<file path="config.mk">
export PLATFORM = sky130hd
export DESIGN_NAME = minibyte_mem_arb_flat
export DESIGN_NICKNAME = d
export VERILOG_FILES = /design/src/rtl/minibyte_pkg.sv /design/src/rtl/minibyte_mem_arb_if.sv /design/src/rtl/minibyte_rr_arb2.sv /design/src/rtl/minibyte_mem_arb.sv /design/src/flat_wrapper.sv
export SDC_FILE = /design/constraint.sdc
export NUM_CORES = 1
export LEC_CHECK = 0
export BUFFER_PORTS_ARGS = -buffer_cell sky130_fd_sc_hd__buf_2
export CORE_MARGIN = 2
export CORE_UTILIZATION = 50
export DETAILED_ROUTE_END_ITERATION = 12
export PLACE_DENSITY = 0.85
export SLEW_MARGIN = 20
export SYNTH_ARGS = -nofsm -noshare
export SYNTH_HDL_FRONTEND = slang
export SYNTH_SLANG_ARGS = --single-unit
</file>
<file path="constraint.sdc">
create_clock -name clk_in -period 2.25 [get_ports clk_in]
set_input_delay 0.1125 -clock clk_in [delete_from_list [all_inputs] [get_ports clk_in]]
set_output_delay 0.1125 -clock clk_in [all_outputs]
set_load 0.01 [all_outputs]
</file>
<file path="src/rtl/minibyte_pkg.sv">
// -----------------------------------------------------------------------------
// minibyte_pkg
// Shared definitions for the MiniByte external memory bus arbiter:
//   - mem_state_e : access sequencer state encoding (2 bits)
//   - MEM_WAIT_W  : width of the bus-hold wait counter
// -----------------------------------------------------------------------------
package minibyte_pkg;

    localparam int MEM_WAIT_W = 4;

    typedef enum logic [1:0] {
        MEM_IDLE   = 2'd0,
        MEM_ACCESS = 2'd1,
        MEM_DONE   = 2'd2
    } mem_state_e;

endpackage : minibyte_pkg

</file>
<file path="src/rtl/minibyte_mem_arb_if.sv">
// -----------------------------------------------------------------------------
// minibyte_mem_arb_if
// Bundles the two requester ports and the shared external bus of the MiniByte
// memory arbiter. Signal suffixes are from the arbiter's point of view.
//   slave  : arbiter side (takes requests and read data, drives acks and bus)
//   master : environment side (requesters plus external memory)
// Requester n (n = 0 CPU memory port, n = 1 DFT program loader):
//   rn_req_in, rn_we_in, rn_addr_in[7:0], rn_wdata_in[7:0]   -> arbiter
//   rn_ack_out, rn_rdata_out[7:0]                            <- arbiter
// External bus:
//   bus_addr_out, bus_data_out, bus_we_out, bus_drive_out    <- arbiter
//   bus_data_in                                              -> arbiter
// Status: owner_out, busy_out                                <- arbiter
// -----------------------------------------------------------------------------
interface minibyte_mem_arb_if;

    logic       r0_req_in;
    logic       r0_we_in;
    logic [7:0] r0_addr_in;
    logic [7:0] r0_wdata_in;
    logic       r0_ack_out;
    logic [7:0] r0_rdata_out;

    logic       r1_req_in;
    logic       r1_we_in;
    logic [7:0] r1_addr_in;
    logic [7:0] r1_wdata_in;
    logic       r1_ack_out;
    logic [7:0] r1_rdata_out;

    logic [7:0] bus_addr_out;
    logic [7:0] bus_data_out;
    logic [7:0] bus_data_in;
    logic       bus_we_out;
    logic       bus_drive_out;

    logic       owner_out;
    logic       busy_out;

    modport slave (
        input  r0_req_in, r0_we_in, r0_addr_in, r0_wdata_in,
        input  r1_req_in, r1_we_in, r1_addr_in, r1_wdata_in,
        input  bus_data_in,
        output r0_ack_out, r0_rdata_out, r1_ack_out, r1_rdata_out,
        output bus_addr_out, bus_data_out, bus_we_out, bus_drive_out,
        output owner_out, busy_out
    );

    modport master (
        output r0_req_in, r0_we_in, r0_addr_in, r0_wdata_in,
        output r1_req_in, r1_we_in, r1_addr_in, r1_wdata_in,
        output bus_data_in,
        input  r0_ack_out, r0_rdata_out, r1_ack_out, r1_rdata_out,
        input  bus_addr_out, bus_data_out, bus_we_out, bus_drive_out,
        input  owner_out, busy_out
    );

endinterface : minibyte_mem_arb_if

</file>
<file path="src/rtl/minibyte_rr_arb2.sv">
// -----------------------------------------------------------------------------
// minibyte_rr_arb2
// Combinational two-way round-robin pick.
//   req0_i, req1_i  : request lines
//   last_owner_i    : index of the most recent grant
//   grant_valid_o   : at least one request is pending
//   grant_idx_o     : winning requester (under contention, the one that is
//                     not last_owner_i)
// -----------------------------------------------------------------------------
module minibyte_rr_arb2 (
    input  logic req0_i,
    input  logic req1_i,
    input  logic last_owner_i,
    output logic grant_valid_o,
    output logic grant_idx_o
);

    always_comb begin
        grant_valid_o = req0_i | req1_i;
        if (req0_i && req1_i) begin
            grant_idx_o = ~last_owner_i;
        end else begin
            grant_idx_o = req1_i;
        end
    end

endmodule : minibyte_rr_arb2

</file>
<file path="src/rtl/minibyte_mem_arb.sv">
// -----------------------------------------------------------------------------
// minibyte_mem_arb
// Two-port round-robin arbiter and access sequencer for the MiniByte 8-bit
// external memory/IO bus. A granted access holds address, data and strobes for
// WAIT_CYCLES+1 cycles, captures read data on the last one, then pulses the
// owner's ack for one cycle before returning to IDLE.
//   WAIT_CYCLES : extra bus-hold cycles per access (0..15)
//   clk_in      : system clock, rising edge
//   rst_in      : asynchronous active-high reset
//   bus_if      : requester ports, external bus and status (slave modport)
// All outputs are decoded from registers only.
// -----------------------------------------------------------------------------
module minibyte_mem_arb
    import minibyte_pkg::*;
#(
    parameter int WAIT_CYCLES = 1
) (
    input  logic               clk_in,
    input  logic               rst_in,
    minibyte_mem_arb_if.slave  bus_if
);

    localparam logic [MEM_WAIT_W-1:0] WAIT_LAST = MEM_WAIT_W'(WAIT_CYCLES);
    localparam logic [MEM_WAIT_W-1:0] CNT_ONE   = MEM_WAIT_W'(1);

    mem_state_e            state_q, state_d;
    logic [MEM_WAIT_W-1:0] cnt_q,   cnt_d;
    logic                  owner_q, owner_d;
    logic [7:0]            addr_q,  addr_d;
    logic [7:0]            wdata_q, wdata_d;
    logic                  we_q,    we_d;
    logic [7:0]            rdata0_q, rdata0_d;
    logic [7:0]            rdata1_q, rdata1_d;

    logic grant_valid;
    logic grant_idx;

    logic ack0, ack1, bus_we;

    minibyte_rr_arb2 u_rr_arb (
        .req0_i        (bus_if.r0_req_in),
        .req1_i        (bus_if.r1_req_in),
        .last_owner_i  (owner_q),
        .grant_valid_o (grant_valid),
        .grant_idx_o   (grant_idx)
    );

    // State register. owner resets to 1 so requester 0 wins the first
    // contended grant.
    // NOTE: sequential state uses non-blocking assignments so every register
    // samples the pre-edge values, independent of statement order.
    // NOTE: the read-data registers are reset too: they are architectural
    // outputs that must read 0 after reset, not a storage array.
    always_ff @(posedge clk_in or posedge rst_in) begin
        if (rst_in) begin
            state_q  <= MEM_IDLE;
            cnt_q    <= '0;
            owner_q  <= 1'b1;
            addr_q   <= '0;
            wdata_q  <= '0;
            we_q     <= 1'b0;
            rdata0_q <= '0;
            rdata1_q <= '0;
        end else begin
            state_q  <= state_d;
            cnt_q    <= cnt_d;
            owner_q  <= owner_d;
            addr_q   <= addr_d;
            wdata_q  <= wdata_d;
            we_q     <= we_d;
            rdata0_q <= rdata0_d;
            rdata1_q <= rdata1_d;
        end
    end

    // Next-state logic.
    // NOTE: every signal gets a hold-value default first, so no path through
    // the case leaves one unassigned and no latch is inferred.
    always_comb begin
        state_d  = state_q;
        cnt_d    = cnt_q;
        owner_d  = owner_q;
        addr_d   = addr_q;
        wdata_d  = wdata_q;
        we_d     = we_q;
        rdata0_d = rdata0_q;
        rdata1_d = rdata1_q;

        unique case (state_q)
            MEM_IDLE: begin
                if (grant_valid) begin
                    // Snapshot the winner's request so later input changes
                    // cannot disturb the access in flight.
                    state_d = MEM_ACCESS;
                    owner_d = grant_idx;
                    cnt_d   = '0;
                    addr_d  = grant_idx ? bus_if.r1_addr_in  : bus_if.r0_addr_in;
                    wdata_d = grant_idx ? bus_if.r1_wdata_in : bus_if.r0_wdata_in;
                    we_d    = grant_idx ? bus_if.r1_we_in    : bus_if.r0_we_in;
                end
            end
            MEM_ACCESS: begin
                cnt_d = cnt_q + CNT_ONE;
                if (cnt_q == WAIT_LAST) begin
                    state_d = MEM_DONE;
                    // Read data is captured on the edge ending the last
                    // ACCESS cycle, into the owner's register only.
                    if (!we_q) begin
                        if (owner_q) begin
                            rdata1_d = bus_if.bus_data_in;
                        end else begin
                            rdata0_d = bus_if.bus_data_in;
                        end
                    end
                end
            end
            MEM_DONE: begin
                state_d = MEM_IDLE;
            end
            default: begin
                state_d = MEM_IDLE;
            end
        endcase
    end

    // Output decode from registered state.
    always_comb begin
        ack0   = 1'b0;
        ack1   = 1'b0;
        bus_we = 1'b0;
        unique case (state_q)
            MEM_ACCESS: bus_we = we_q;
            MEM_DONE: begin
                if (owner_q) begin
                    ack1 = 1'b1;
                end else begin
                    ack0 = 1'b1;
                end
            end
            default: ;
        endcase
    end

    assign bus_if.r0_ack_out    = ack0;
    assign bus_if.r1_ack_out    = ack1;
    assign bus_if.r0_rdata_out  = rdata0_q;
    assign bus_if.r1_rdata_out  = rdata1_q;
    assign bus_if.bus_addr_out  = addr_q;
    assign bus_if.bus_data_out  = wdata_q;
    assign bus_if.bus_we_out    = bus_we;
    assign bus_if.bus_drive_out = bus_we;
    assign bus_if.owner_out     = owner_q;
    assign bus_if.busy_out      = (state_q != MEM_IDLE);

endmodule : minibyte_mem_arb

</file>
<file path="src/flat_wrapper.sv">
// flat-port wrapper written by rule: the top's interface ports become plain ports
module minibyte_mem_arb_flat import minibyte_pkg::*;
#(
    parameter int WAIT_CYCLES = 1
)
  (clk_in, rst_in, bus_if_r0_req_in, bus_if_r0_we_in, bus_if_r0_addr_in, bus_if_r0_wdata_in, bus_if_r1_req_in, bus_if_r1_we_in, bus_if_r1_addr_in, bus_if_r1_wdata_in, bus_if_bus_data_in, bus_if_r0_ack_out, bus_if_r0_rdata_out, bus_if_r1_ack_out, bus_if_r1_rdata_out, bus_if_bus_addr_out, bus_if_bus_data_out, bus_if_bus_we_out, bus_if_bus_drive_out, bus_if_owner_out, bus_if_busy_out);
  minibyte_mem_arb_if bus_if_i ();
  input  logic clk_in;
  input  logic rst_in;
  input wire logic [$bits(bus_if_i.r0_req_in)-1:0] bus_if_r0_req_in;
  input wire logic [$bits(bus_if_i.r0_we_in)-1:0] bus_if_r0_we_in;
  input wire logic [$bits(bus_if_i.r0_addr_in)-1:0] bus_if_r0_addr_in;
  input wire logic [$bits(bus_if_i.r0_wdata_in)-1:0] bus_if_r0_wdata_in;
  input wire logic [$bits(bus_if_i.r1_req_in)-1:0] bus_if_r1_req_in;
  input wire logic [$bits(bus_if_i.r1_we_in)-1:0] bus_if_r1_we_in;
  input wire logic [$bits(bus_if_i.r1_addr_in)-1:0] bus_if_r1_addr_in;
  input wire logic [$bits(bus_if_i.r1_wdata_in)-1:0] bus_if_r1_wdata_in;
  input wire logic [$bits(bus_if_i.bus_data_in)-1:0] bus_if_bus_data_in;
  output wire logic [$bits(bus_if_i.r0_ack_out)-1:0] bus_if_r0_ack_out;
  output wire logic [$bits(bus_if_i.r0_rdata_out)-1:0] bus_if_r0_rdata_out;
  output wire logic [$bits(bus_if_i.r1_ack_out)-1:0] bus_if_r1_ack_out;
  output wire logic [$bits(bus_if_i.r1_rdata_out)-1:0] bus_if_r1_rdata_out;
  output wire logic [$bits(bus_if_i.bus_addr_out)-1:0] bus_if_bus_addr_out;
  output wire logic [$bits(bus_if_i.bus_data_out)-1:0] bus_if_bus_data_out;
  output wire logic [$bits(bus_if_i.bus_we_out)-1:0] bus_if_bus_we_out;
  output wire logic [$bits(bus_if_i.bus_drive_out)-1:0] bus_if_bus_drive_out;
  output wire logic [$bits(bus_if_i.owner_out)-1:0] bus_if_owner_out;
  output wire logic [$bits(bus_if_i.busy_out)-1:0] bus_if_busy_out;
  assign bus_if_i.r0_req_in = bus_if_r0_req_in;
  assign bus_if_i.r0_we_in = bus_if_r0_we_in;
  assign bus_if_i.r0_addr_in = bus_if_r0_addr_in;
  assign bus_if_i.r0_wdata_in = bus_if_r0_wdata_in;
  assign bus_if_i.r1_req_in = bus_if_r1_req_in;
  assign bus_if_i.r1_we_in = bus_if_r1_we_in;
  assign bus_if_i.r1_addr_in = bus_if_r1_addr_in;
  assign bus_if_i.r1_wdata_in = bus_if_r1_wdata_in;
  assign bus_if_i.bus_data_in = bus_if_bus_data_in;
  assign bus_if_r0_ack_out = bus_if_i.r0_ack_out;
  assign bus_if_r0_rdata_out = bus_if_i.r0_rdata_out;
  assign bus_if_r1_ack_out = bus_if_i.r1_ack_out;
  assign bus_if_r1_rdata_out = bus_if_i.r1_rdata_out;
  assign bus_if_bus_addr_out = bus_if_i.bus_addr_out;
  assign bus_if_bus_data_out = bus_if_i.bus_data_out;
  assign bus_if_bus_we_out = bus_if_i.bus_we_out;
  assign bus_if_bus_drive_out = bus_if_i.bus_drive_out;
  assign bus_if_owner_out = bus_if_i.owner_out;
  assign bus_if_busy_out = bus_if_i.busy_out;
  minibyte_mem_arb #(.WAIT_CYCLES(WAIT_CYCLES)) u_core (.clk_in(clk_in), .rst_in(rst_in), .bus_if(bus_if_i));
endmodule
</file>
==> metrics <==
Bufs on Longest Clock Path=2; ratio of cells with drive above 1 in the final layout=0.491; CP endpoint kind=flip-flop; Final Max Tran Viols=0; pre-CTS setup slack=0.647 ns; row count=22; drt first pass iters=4; Reg2Reg Capture Point=u_core.bus_if.r1_rdata_out[0]; Core Area=between 0.003 and 0.004 mm^2; worst endpoint required time=between 2 and 2.5 ns; Leak=~1.1 nW; Die ar.=around 0.0042 mm^2; clk slew on worst S/H paths=around 0.07 ns; most common cell after layout, fill and taps aside=buf_2; crit path time final=approximately 1.6 ns; skew final=0.00706 ns; f_max=618 MHz; Unique masters post-synth=33; fin cells=~280; Crit Path Max Fanout=8; CTS Buf Count=5; initial core utilization=0.511; largest cells by area after synthesis=dfrtp_1 (53%), mux2_2 (9.8%), a2bb2oi_1 (8.1%), a211oi_1 (6.9%), nand2_1 (3.7%); DR iter-0 viols=46; WL per Instance=about 15 um; largest net degree at the start of global routing=roughly 40; pwr dens=1400 mW/mm^2; Relative slew margins=0.501; Post-Syn Area=~0.0018 mm^2; H-tree Lvls=2; Pwr Total=3.32 mW; R2R Setup Slk=~0.63 ns; NumNets Final=about 280; Synth Warn #=0; Final Hold Viols=0; WP data arrival=roughly 1.8 ns; status=finished clean; Ports=84; WL final=around 4100 um; Max VDD drop=just over 0.6 mV; post-synthesis instance total=150; FF-to-FF path depth=5; Placed Instances=273; diode count=0; register bit count reported by yosys=40; CTS tree=done; Least-Margin Pin Slew=about 0.74 ns; Worst-Skew Late Latency=about 0.29 ns; WHS Path Cells=2; Via density=roughly 5.4; Sink Count=40; sequential-to-total area share from yosys stat=0.544; Final Worst Setup Slack=0.632 ns; P&R area growth vs syn=28.5%; RSZ-0062 raised after global routing=no; most used flip-flop cell after synthesis=dfrtp_1; worst hold path type=primary input to flip-flop; setup tns final=0 ns; Buffers on Ports=a little over 80; Setup crit start kind=flip-flop; Hold Path Origin=bus_if_r0_req_in; drt drc=0; Post-synth EDFFs=0; detailed-route via count=approximately 1,500; Mapped Nets=a little under 200; max-capacitance violation count=0; GRT Util Overall=0.209; cell taking the most area after synthesis=dfrtp_1; first-pass GRT wire length=6710 um; die width=64.7 um; Async SR Flop Fraction=1.00; final worst path period share=0.719; Final HPWL DP=2970 um; worst r2r src=u_core.cnt_q[1]; setup bufs post-CTS=0; die height=roughly 65 um; CTS Root Cell=clkbuf_8; Detail Route Antenna Nets=0; Min-Delay Endpoint=u_core.bus_if.owner_out; vias in the first global route=about 1,500; final setup violation count=0; Syn Area/Cell=12.3 um^2; commonest cells after routing, fill and taps aside=buf_2 (83), dfrtp_1 (39), nand2_1 (18); initial antenna violation count=0; GR Overflow Total=0; Yosys top cell area share=0.530; Setup CP Type=flip-flop to flip-flop; gpl congestion=around 0.77
## how the worst max path moves through the flow
stage / startpoint / endpoint / slack (ns) / depth (start not counted)
global placement: u_core.cnt_q[1] / u_core.bus_if.r1_rdata_out[1] / 0.68 / 5
CTS: u_core.cnt_q[1] / u_core.bus_if.r1_rdata_out[3] / 0.62 / 5
detailed placement: u_core.cnt_q[1] / u_core.bus_if.r1_rdata_out[7] / 0.65 / 5
floorplan: u_core.cnt_q[1] / u_core.bus_if.r1_rdata_out[0] / 0.78 / 5
finish: u_core.cnt_q[1] / u_core.bus_if.r1_rdata_out[0] / 0.63 / 5
global route: u_core.cnt_q[1] / u_core.bus_if.r1_rdata_out[1] / 0.54 / 5
## synthesized netlist by cell type, types with 2 or more instances
| cell | number |
|---|---|
| mux2_2 | 16 |
| o211ai_1 | 2 |
| clkbuf_1 | 2 |
| buf_2 | 5 |
| nand2_1 | 18 |
| dfrtp_1 | 39 |
| a2bb2oi_1 | 17 |
| inv_1 | 2 |
| a211oi_1 | 17 |
| buf_4 | 3 |
| o22ai_1 | 2 |
| nor2_1 | 3 |
| ha_1 | 2 |
| o21ai_0 | 3 |
## state kept, by name, summed over array words and instances (netlist names)
register                    flops
u_core.bus_if.r1_rdata_out      8
u_core.bus_if.bus_data_out      8
u_core.bus_if.bus_addr_out      8
u_core.bus_if.r0_rdata_out      8
u_core.state_q                  2
u_core.bus_if.owner_out         1
u_core.we_q                     1
u_core.cnt_q                    4
## metal layers
layer	wire, um	up-vias	GRT usage	share of wire
met5	0	-	0	0
met4	55	0	0.0745	0.013
met3	140	7	0.0486	0.034
met2	2150	32	0.352	0.52
met1	1780	764	0.264	0.43
li1	-	720	-	-
## kinds of logic (layout without fill, tap and decap cells)
| kind of cell | Yosys count | after routing | synth area share |
|---|---|---|---|
| flops | 40 | 40 | 0.544 |
| fa+ha+maj | 2 | 2 | 0.0136 |
| simple gates | 33 | 33 | 0.113 |
| buf+inv | 13 | 97 | 0.0360 |
| mux | 17 | 17 | 0.103 |
| compound gates | 45 | 45 | 0.191 |
## where the power goes
part	internal, mW	switching [mW]	total (mW)
clock	0.220	0.228	0.448
sequential	1.09	0.245	1.34
combinational	0.760	0.772	1.53
## through the flow
step	hold slack, ns	instance area, um^2	utilization
after global placement	0.258	2280	0.632
after detailed placement	0.256	2280	0.632
after CTS	0.0218	2370	0.657
after global routing	0.0455	2370	0.657
final	0.0218	2370	0.657
after floorplan	0.175	1840	-
## final cells by class
class,count,area [um^2]
Inverter,3,11.3
Tap cell,48,60.1
Fill cell,289,1240
Multi-Input combinational cell,97,774
Sequential cell,40,1000
Timing Repair Buffer,86,440
Clock buffer,8,80.1
## timing repair
action | 4_1_cts | 5_1_grt
hold endpoints to repair | 39 | 0
hold buffers | 1 | 0
resized for setup | 0 | 0
## critical path, cell delays in order (launching register included)
cell and delay (ns):
dfrtp_1 0.42, inv_1 0.07, ha_1 0.13, nor3b_4 0.32, nand4b_4 0.24, mux2_2 0.33
Power figures use the tool's default switching activity.
